## src/rtl/spi_ram_master.sv

```systemverilog
// spi_ram_master
// SPI master sequencer for the SPI_Wrapper slave (SPI slave + single-port RAM).
// Each parallel request becomes two 10-bit SPI frames, MSB first:
//   write: {2'b00, addr} then {2'b01, wdata}
//   read : {2'b10, addr} then {2'b11, 8'h00}, followed by an 8-bit MISO capture.
//
// Ports:
//   clk        in   system clock, rising edge
//   rst_n      in   synchronous active-low reset
//   req_valid  in   request present
//   req_ready  out  high only in IDLE (decoded from state)
//   req_wr     in   1 = write, 0 = read
//   req_addr   in   RAM address
//   req_wdata  in   write data (ignored for reads)
//   rsp_valid  out  one-cycle pulse when read data is available
//   rsp_rdata  out  last read data, held until the next read completes
//   busy       out  inverse of req_ready
//   SS_N       out  slave select, active low
//   MOSI       out  serial data to slave
//   MISO       in   serial data from slave
module spi_ram_master #(
    parameter int ADDR_SIZE  = 8,
    parameter int MISO_DELAY = 1,
    parameter int GAP_CYCLES = 2
) (
    input  logic                 clk,
    input  logic                 rst_n,
    input  logic                 req_valid,
    output logic                 req_ready,
    input  logic                 req_wr,
    input  logic [ADDR_SIZE-1:0] req_addr,
    input  logic [ADDR_SIZE-1:0] req_wdata,
    output logic                 rsp_valid,
    output logic [ADDR_SIZE-1:0] rsp_rdata,
    output logic                 busy,
    output logic                 SS_N,
    output logic                 MOSI,
    input  logic                 MISO
);

    localparam int FW = ADDR_SIZE + 2;

    typedef enum logic [2:0] {
        IDLE      = 3'd0,
        SEL       = 3'd1,
        SHIFT     = 3'd2,
        WAIT_MISO = 3'd3,
        RECV      = 3'd4,
        GAP       = 3'd5,
        RESP      = 3'd6
    } state_e;

    // Frame contents for the given phase of a write or read transaction.
    function automatic logic [FW-1:0] frame_f(
        input logic                 phase,
        input logic                 wr,
        input logic [ADDR_SIZE-1:0] addr,
        input logic [ADDR_SIZE-1:0] wdata
    );
        logic [FW-1:0] f;
        case ({wr, phase})
            2'b10:   f = {2'b00, addr};
            2'b11:   f = {2'b01, wdata};
            2'b00:   f = {2'b10, addr};
            2'b01:   f = {2'b11, {ADDR_SIZE{1'b0}}};
            default: f = {FW{1'b0}};
        endcase
        return f;
    endfunction

    state_e                 state_q, state_d;
    logic                   phase_q, phase_d;
    logic                   wr_q;
    logic [ADDR_SIZE-1:0]   addr_q;
    logic [ADDR_SIZE-1:0]   wdata_q;
    logic [3:0]             bit_cnt_q, bit_cnt_d;
    logic [7:0]             dly_cnt_q, dly_cnt_d;
    logic [ADDR_SIZE-1:0]   rx_q, rx_d;
    logic                   ss_n_q, ss_n_d;
    logic                   mosi_q, mosi_d;
    logic                   rsp_valid_q, rsp_valid_d;
    logic [ADDR_SIZE-1:0]   rsp_rdata_q, rsp_rdata_d;
    logic [FW-1:0]          frame_s;
    logic [3:0]             bit_idx_s;

    assign req_ready = (state_q == IDLE);
    assign busy      = (state_q != IDLE);
    assign SS_N      = ss_n_q;
    assign MOSI      = mosi_q;
    assign rsp_valid = rsp_valid_q;
    assign rsp_rdata = rsp_rdata_q;

    // Next-state and next-output decode. Outputs are computed from the next
    // state so that the registered pins line up with the state of each cycle.
    always_comb begin
        state_d   = state_q;
        phase_d   = phase_q;
        bit_cnt_d = bit_cnt_q;
        dly_cnt_d = dly_cnt_q;
        rx_d      = rx_q;

        case (state_q)
            IDLE: begin
                phase_d   = 1'b0;
                bit_cnt_d = 4'd0;
                dly_cnt_d = 8'd0;
                if (req_valid) begin
                    state_d = SEL;
                end else begin
                    state_d = IDLE;
                end
            end
            SEL: begin
                bit_cnt_d = 4'd0;
                state_d   = SHIFT;
            end
            SHIFT: begin
                if (bit_cnt_q == 4'(FW - 1)) begin
                    bit_cnt_d = 4'd0;
                    dly_cnt_d = 8'd0;
                    if (phase_q && !wr_q) begin
                        if (MISO_DELAY == 0) begin
                            state_d = RECV;
                        end else begin
                            state_d = WAIT_MISO;
                        end
                    end else begin
                        state_d = GAP;
                    end
                end else begin
                    bit_cnt_d = bit_cnt_q + 4'd1;
                end
            end
            WAIT_MISO: begin
                if (dly_cnt_q == 8'(MISO_DELAY - 1)) begin
                    dly_cnt_d = 8'd0;
                    bit_cnt_d = 4'd0;
                    state_d   = RECV;
                end else begin
                    dly_cnt_d = dly_cnt_q + 8'd1;
                end
            end
            RECV: begin
                rx_d = {rx_q[ADDR_SIZE-2:0], MISO};
                if (bit_cnt_q == 4'(ADDR_SIZE - 1)) begin
                    bit_cnt_d = 4'd0;
                    state_d   = RESP;
                end else begin
                    bit_cnt_d = bit_cnt_q + 4'd1;
                end
            end
            RESP: begin
                // The response cycle already has SS_N high, so it counts as
                // the first cycle of the trailing gap.
                if (GAP_CYCLES <= 1) begin
                    phase_d = 1'b0;
                    state_d = IDLE;
                end else begin
                    dly_cnt_d = 8'd1;
                    state_d   = GAP;
                end
            end
            GAP: begin
                if (dly_cnt_q >= 8'(GAP_CYCLES - 1)) begin
                    dly_cnt_d = 8'd0;
                    if (phase_q) begin
                        phase_d = 1'b0;
                        state_d = IDLE;
                    end else begin
                        phase_d = 1'b1;
                        state_d = SEL;
                    end
                end else begin
                    dly_cnt_d = dly_cnt_q + 8'd1;
                end
            end
            default: begin
                state_d = IDLE;
            end
        endcase

        frame_s   = frame_f(phase_d, wr_q, addr_q, wdata_q);
        bit_idx_s = 4'(FW - 1) - bit_cnt_d;

        ss_n_d = !((state_d == SEL) || (state_d == SHIFT) ||
                   (state_d == WAIT_MISO) || (state_d == RECV));

        if (state_d == SHIFT) begin
            mosi_d = frame_s[bit_idx_s];
        end else begin
            mosi_d = 1'b0;
        end

        rsp_valid_d = (state_d == RESP);
        if (state_d == RESP) begin
            rsp_rdata_d = rx_d;
        end else begin
            rsp_rdata_d = rsp_rdata_q;
        end
    end

    // State, counters and registered pin outputs.
    always_ff @(posedge clk) begin
        if (!rst_n) begin
            state_q     <= IDLE;
            phase_q     <= 1'b0;
            bit_cnt_q   <= 4'd0;
            dly_cnt_q   <= 8'd0;
            rx_q        <= {ADDR_SIZE{1'b0}};
            ss_n_q      <= 1'b1;
            mosi_q      <= 1'b0;
            rsp_valid_q <= 1'b0;
            rsp_rdata_q <= {ADDR_SIZE{1'b0}};
        end else begin
            state_q     <= state_d;
            phase_q     <= phase_d;
            bit_cnt_q   <= bit_cnt_d;
            dly_cnt_q   <= dly_cnt_d;
            rx_q        <= rx_d;
            ss_n_q      <= ss_n_d;
            mosi_q      <= mosi_d;
            rsp_valid_q <= rsp_valid_d;
            rsp_rdata_q <= rsp_rdata_d;
        end
    end

    // Request capture on acceptance; the transaction in flight is immune to
    // later changes on the request inputs.
    always_ff @(posedge clk) begin
        if (!rst_n) begin
            wr_q    <= 1'b0;
            addr_q  <= {ADDR_SIZE{1'b0}};
            wdata_q <= {ADDR_SIZE{1'b0}};
        end else if ((state_q == IDLE) && req_valid) begin
            wr_q    <= req_wr;
            addr_q  <= req_addr;
            wdata_q <= req_wdata;
        end else begin
            wr_q    <= wr_q;
            addr_q  <= addr_q;
            wdata_q <= wdata_q;
        end
    end

endmodule
```

## config.mk

```make
export PLATFORM = sky130hd
export DESIGN_NAME = spi_ram_master
export DESIGN_NICKNAME = d
export VERILOG_FILES = /design/src/rtl/spi_ram_master.sv
export SDC_FILE = /design/constraint.sdc
export NUM_CORES = 1
export LEC_CHECK = 0
export ABC_AREA = 1
export BUFFER_PORTS_ARGS = -buffer_cell sky130_fd_sc_hd__buf_2
export CELL_PAD_IN_SITES_DETAIL_PLACEMENT = 0
export CELL_PAD_IN_SITES_GLOBAL_PLACEMENT = 1
export CORE_ASPECT_RATIO = 1.25
export CORE_MARGIN = 5
export CORE_UTILIZATION = 43
export CTS_BUF_LIST = sky130_fd_sc_hd__clkbuf_2
export DETAILED_ROUTE_END_ITERATION = 12
export PLACE_DENSITY_LB_ADDON = 0.1
export SKIP_CTS_REPAIR_TIMING = 1
export SLEW_MARGIN = 20
export SYNTH_ARGS = -nofsm -noshare
export SYNTH_HDL_FRONTEND = slang
export SYNTH_SLANG_ARGS = --single-unit
```

## constraint.sdc

```tcl
create_clock -name clk -period 2.91 [get_ports clk]
set_input_delay 0.582 -clock clk [delete_from_list [all_inputs] [get_ports clk]]
set_output_delay 0.582 -clock clk [all_outputs]
set_load 0.01 [all_outputs]
```

==> impl_metrics.env <==
export IMPL_dp_hpwl_um=4180
export IMPL_tightest_slew_ns=0.904
export IMPL_cts_max_level=2
export IMPL_crit_required_ns=3.30
export IMPL_fillCellCount=608
export IMPL_drv_slew=0
export IMPL_synthSimpleGateAreaFrac_pct=30.8
export IMPL_drive_gt1_share_pct=21.7
export IMPL_muxShareOfSynthArea_pct=3.15
export IMPL_cts_sinks=52
export IMPL_synth_top_family_by_area="simple AND/OR/NAND/NOR gates"
export IMPL_synth_compound_area_share_pct=13.6
export IMPL_ys_seq_area_share_pct=40.9
export IMPL_outcome="completed"
export IMPL_multi_input_area_um2=1310
export IMPL_synth_distinct_cells=36
export IMPL_ys_ff_latch=52
export IMPL_io_buffers=33
export IMPL_cts_root_buffer="clkbuf_2"
export IMPL_initial_core_util_pct=44.0
export IMPL_area_growth_pct=12.1
export IMPL_crit_type="register to register"
export IMPL_synth_cells=338
export IMPL_total_leakage_power_nw=1.33
export IMPL_nets=400
export IMPL_remaining_drc_errors=0
export IMPL_power_w=0.00137
export IMPL_timing_final_crit_share_pct=81.9
export IMPL_netlist_top_cells_area="dfxtp_1 (41%), nor2_1 (11%), nand2_1 (6.5%)"
export IMPL_maxCapViolCount=0
export IMPL_row_count=31
export IMPL_layout_min_cycle_time_ns=2.38
export IMPL_powerDensity_nw_per_um2=481
export IMPL_clock_latency_ns=0.43
export IMPL_vias=2177
export IMPL_start_kind="register"
export IMPL_dieArea_um2=7560
export IMPL_antenna_found_initial=0
export IMPL_avgSynthCellArea_um2=7.52
export IMPL_tns_ns=0
export IMPL_rsz0062_at_grt="false"
export IMPL_worst_slack_ns=0.525
export IMPL_clockBufferDepth=2
export IMPL_end_kind="register"
export IMPL_die_y_um=96.0
export IMPL_yosys_warnings=0
export IMPL_hold_class="input pin to register"
export IMPL_ff_latch_area_um2=1040
export IMPL_cts_tree="yes"
export IMPL_grt_max_degree=21
export IMPL_synth_top_area_share_pct=40.9
export IMPL_clkTransAtPathRegs_ns=0.27
export IMPL_grt_use_total_pct=15.4
export IMPL_netlist_area_um2=2540
export IMPL_critPathMaxFanout=5
export IMPL_drt_total_wl_um=5390
export IMPL_slew_headroom_pct=39.5
export IMPL_diodes=0
export IMPL_die_w_um=78.8
export IMPL_vdd_ir_drop_max_uv=231
export IMPL_skew_ns=0.0150
export IMPL_finalHoldViolations=0
export IMPL_grt_pass1_wl_um=9330
export IMPL_grt_overflow_total=0
export IMPL_setup_violations_final=0
export IMPL_synth_xor_area_share_pct=1.03
export IMPL_drtIter0Drc=90
export IMPL_ios=34
export IMPL_gp_congestion=0.844
export IMPL_core_um2=5780
export IMPL_crit_arrival_ns=2.78
export IMPL_synth_fa_ha_area_share_pct=2.95
export IMPL_dp_slack_ns=0.399
export IMPL_drtAntennaViolNets=0
export IMPL_numCtsBuffers=5
export IMPL_fmax_ghz=0.419
export IMPL_syn_nets=365
export IMPL_grt_pass1_vias=2161
export IMPL_drtPass1Iterations=5
export IMPL_synth_largest_area_cell="dfxtp_1"
export IMPL_avgViaCountPerCell=4.95
export IMPL_wl_per_cell_um=12.3
stage by stage:
stage | hold WS (ns) | util (%) | instance area, um^2 | cells
finish | 0.345 | 49.3 | 2850 | 440
global route | 0.298 | 49.3 | 2850 | 440
CTS | 0.308 | 49.3 | 2850 | 440
detailed placement | 0.479 | 48.1 | 2780 | 432
global placement | 0.472 | 48.1 | 2780 | 432
floorplan | 0.430 | - | 2540 | 338
registers in the layout, summed over array words and instances, names as in the netlist, 3 cells and up:
name,cells
bit_cnt_q,4
dly_cnt_q,8
addr_q,8
rx_q,8
state_q,3
wdata_q,8
rsp_rdata,8
routing by layer:
| layer | up-vias | wire length (um) | global-route usage, % |
|---|---|---|---|
| met4 | 0 | 75 | 5.83 |
| met2 | 32 | 2790 | 29.8 |
| met3 | 7 | 184 | 3.28 |
| met5 | - | 0 | 0 |
| li1 | 1168 | - | - |
| met1 | 970 | 2340 | 16.2 |
power by group:
| part | total (W) | internal, W | switching [W] |
|---|---|---|---|
| clock network | 0.000385 | 0.000148 | 0.000237 |
| registers | 0.000771 | 0.000749 | 0.0000226 |
| logic | 0.000215 | 0.0000745 | 0.000140 |
| total | 0.00137 | 0.000971 | 0.000399 |
final timing paths:
| check | from | to | slack, ns | cells after the start |
|---|---|---|---|---|
| worst max-delay path | dly_cnt_q[0] | MOSI | 0.53 | 16 |
| worst min-delay path | req_addr[7] | addr_q[7] | 0.35 | 3 |
| worst max register to register | dly_cnt_q[0] | MOSI | 0.53 | 16 |
| worst min register to register | rsp_rdata[3] | rsp_rdata[3] | 0.51 | 2 |
logic make-up (layout without fill, tap and decap cells):
kind of cell,after synthesis,count (layout)
xor gates and xnor gates,3,3
and+or+nand+nor,166,166
buffers and inverters,49,85
DFF,52,52
muxes,8,8
AOI/OAI and AO/OA,54,54
adders and majority gates,6,6
cells in the mapped netlist:
library cell   n
inv_2          7
o21ai_0       24
o211ai_1       1
nor2_4         3
nand3b_2       1
a2111oi_2      1
buf_2          1
nor4_1         2
a21oi_1       10
nand2_4        2
nor2_1        75
a31oi_4        1
o21ai_2        2
a31oi_1        1
nor3_1         2
nand4_1        5
nor3_2         3
nor2_2         4
o21ai_1        2
a211oi_1       8
nand2_2        7
clkinv_1       1
dfxtp_1       52
a221oi_1       3
nand3_2        4
buf_6          1
nor3b_1        2
clkbuf_1       7
inv_1         32
ha_1           6
nand2_1       44
xnor2_1        1
xor2_1         2
a221o_2        1
nand3_1       12
mux2i_1        8
layout make-up:
class	instances	area share, %
repair buffers	37	6.85
clock buffers	5	0.878
flip-flops and latches	52	36.5
clock inverters	3	1.62
inverters	40	5.27
well taps	66	2.90
multi-input cells	237	45.9
worst max-delay path, stage by stage, from the launching register on:
cell and delay [ns]:
dfxtp_1 0.47, inv_1 0.10, ha_1 0.22, nand2_1 0.07, nor2_1 0.05, nand2_1 0.07, nand2_2 0.09, nand2_1 0.09
inv_1 0.08, o21ai_0 0.17, inv_1 0.08, ha_1 0.33, nor2_1 0.14, o21ai_0 0.10, nor2_1 0.09, o21ai_0 0.08
nor2_1 0.13
placed cells by master, fill, tap and decap left out, types with 2 or more instances in the layout:
cell,netlist,routed
clkbuf_2,0,5
nor3_1,2,2
a221oi_1,3,3
nand2_1,44,44
inv_1,32,32
nand2_4,2,2
buf_4,0,4
nor2_2,4,4
mux2i_1,8,8
dfxtp_1,52,52
xor2_1,2,2
nor3_2,3,3
a211oi_1,8,8
o21ai_1,2,2
nand4_1,5,5
inv_2,7,7
o21ai_0,24,24
nor3b_1,2,2
nand3_2,4,4
o21ai_2,2,2
nor2_1,75,75
nor4_1,2,2
ha_1,6,6
nor2_4,3,3
nand3_1,12,12
buf_2,1,33
a21oi_1,10,10
nand2_2,7,7
(Power assumes the default switching activity.)
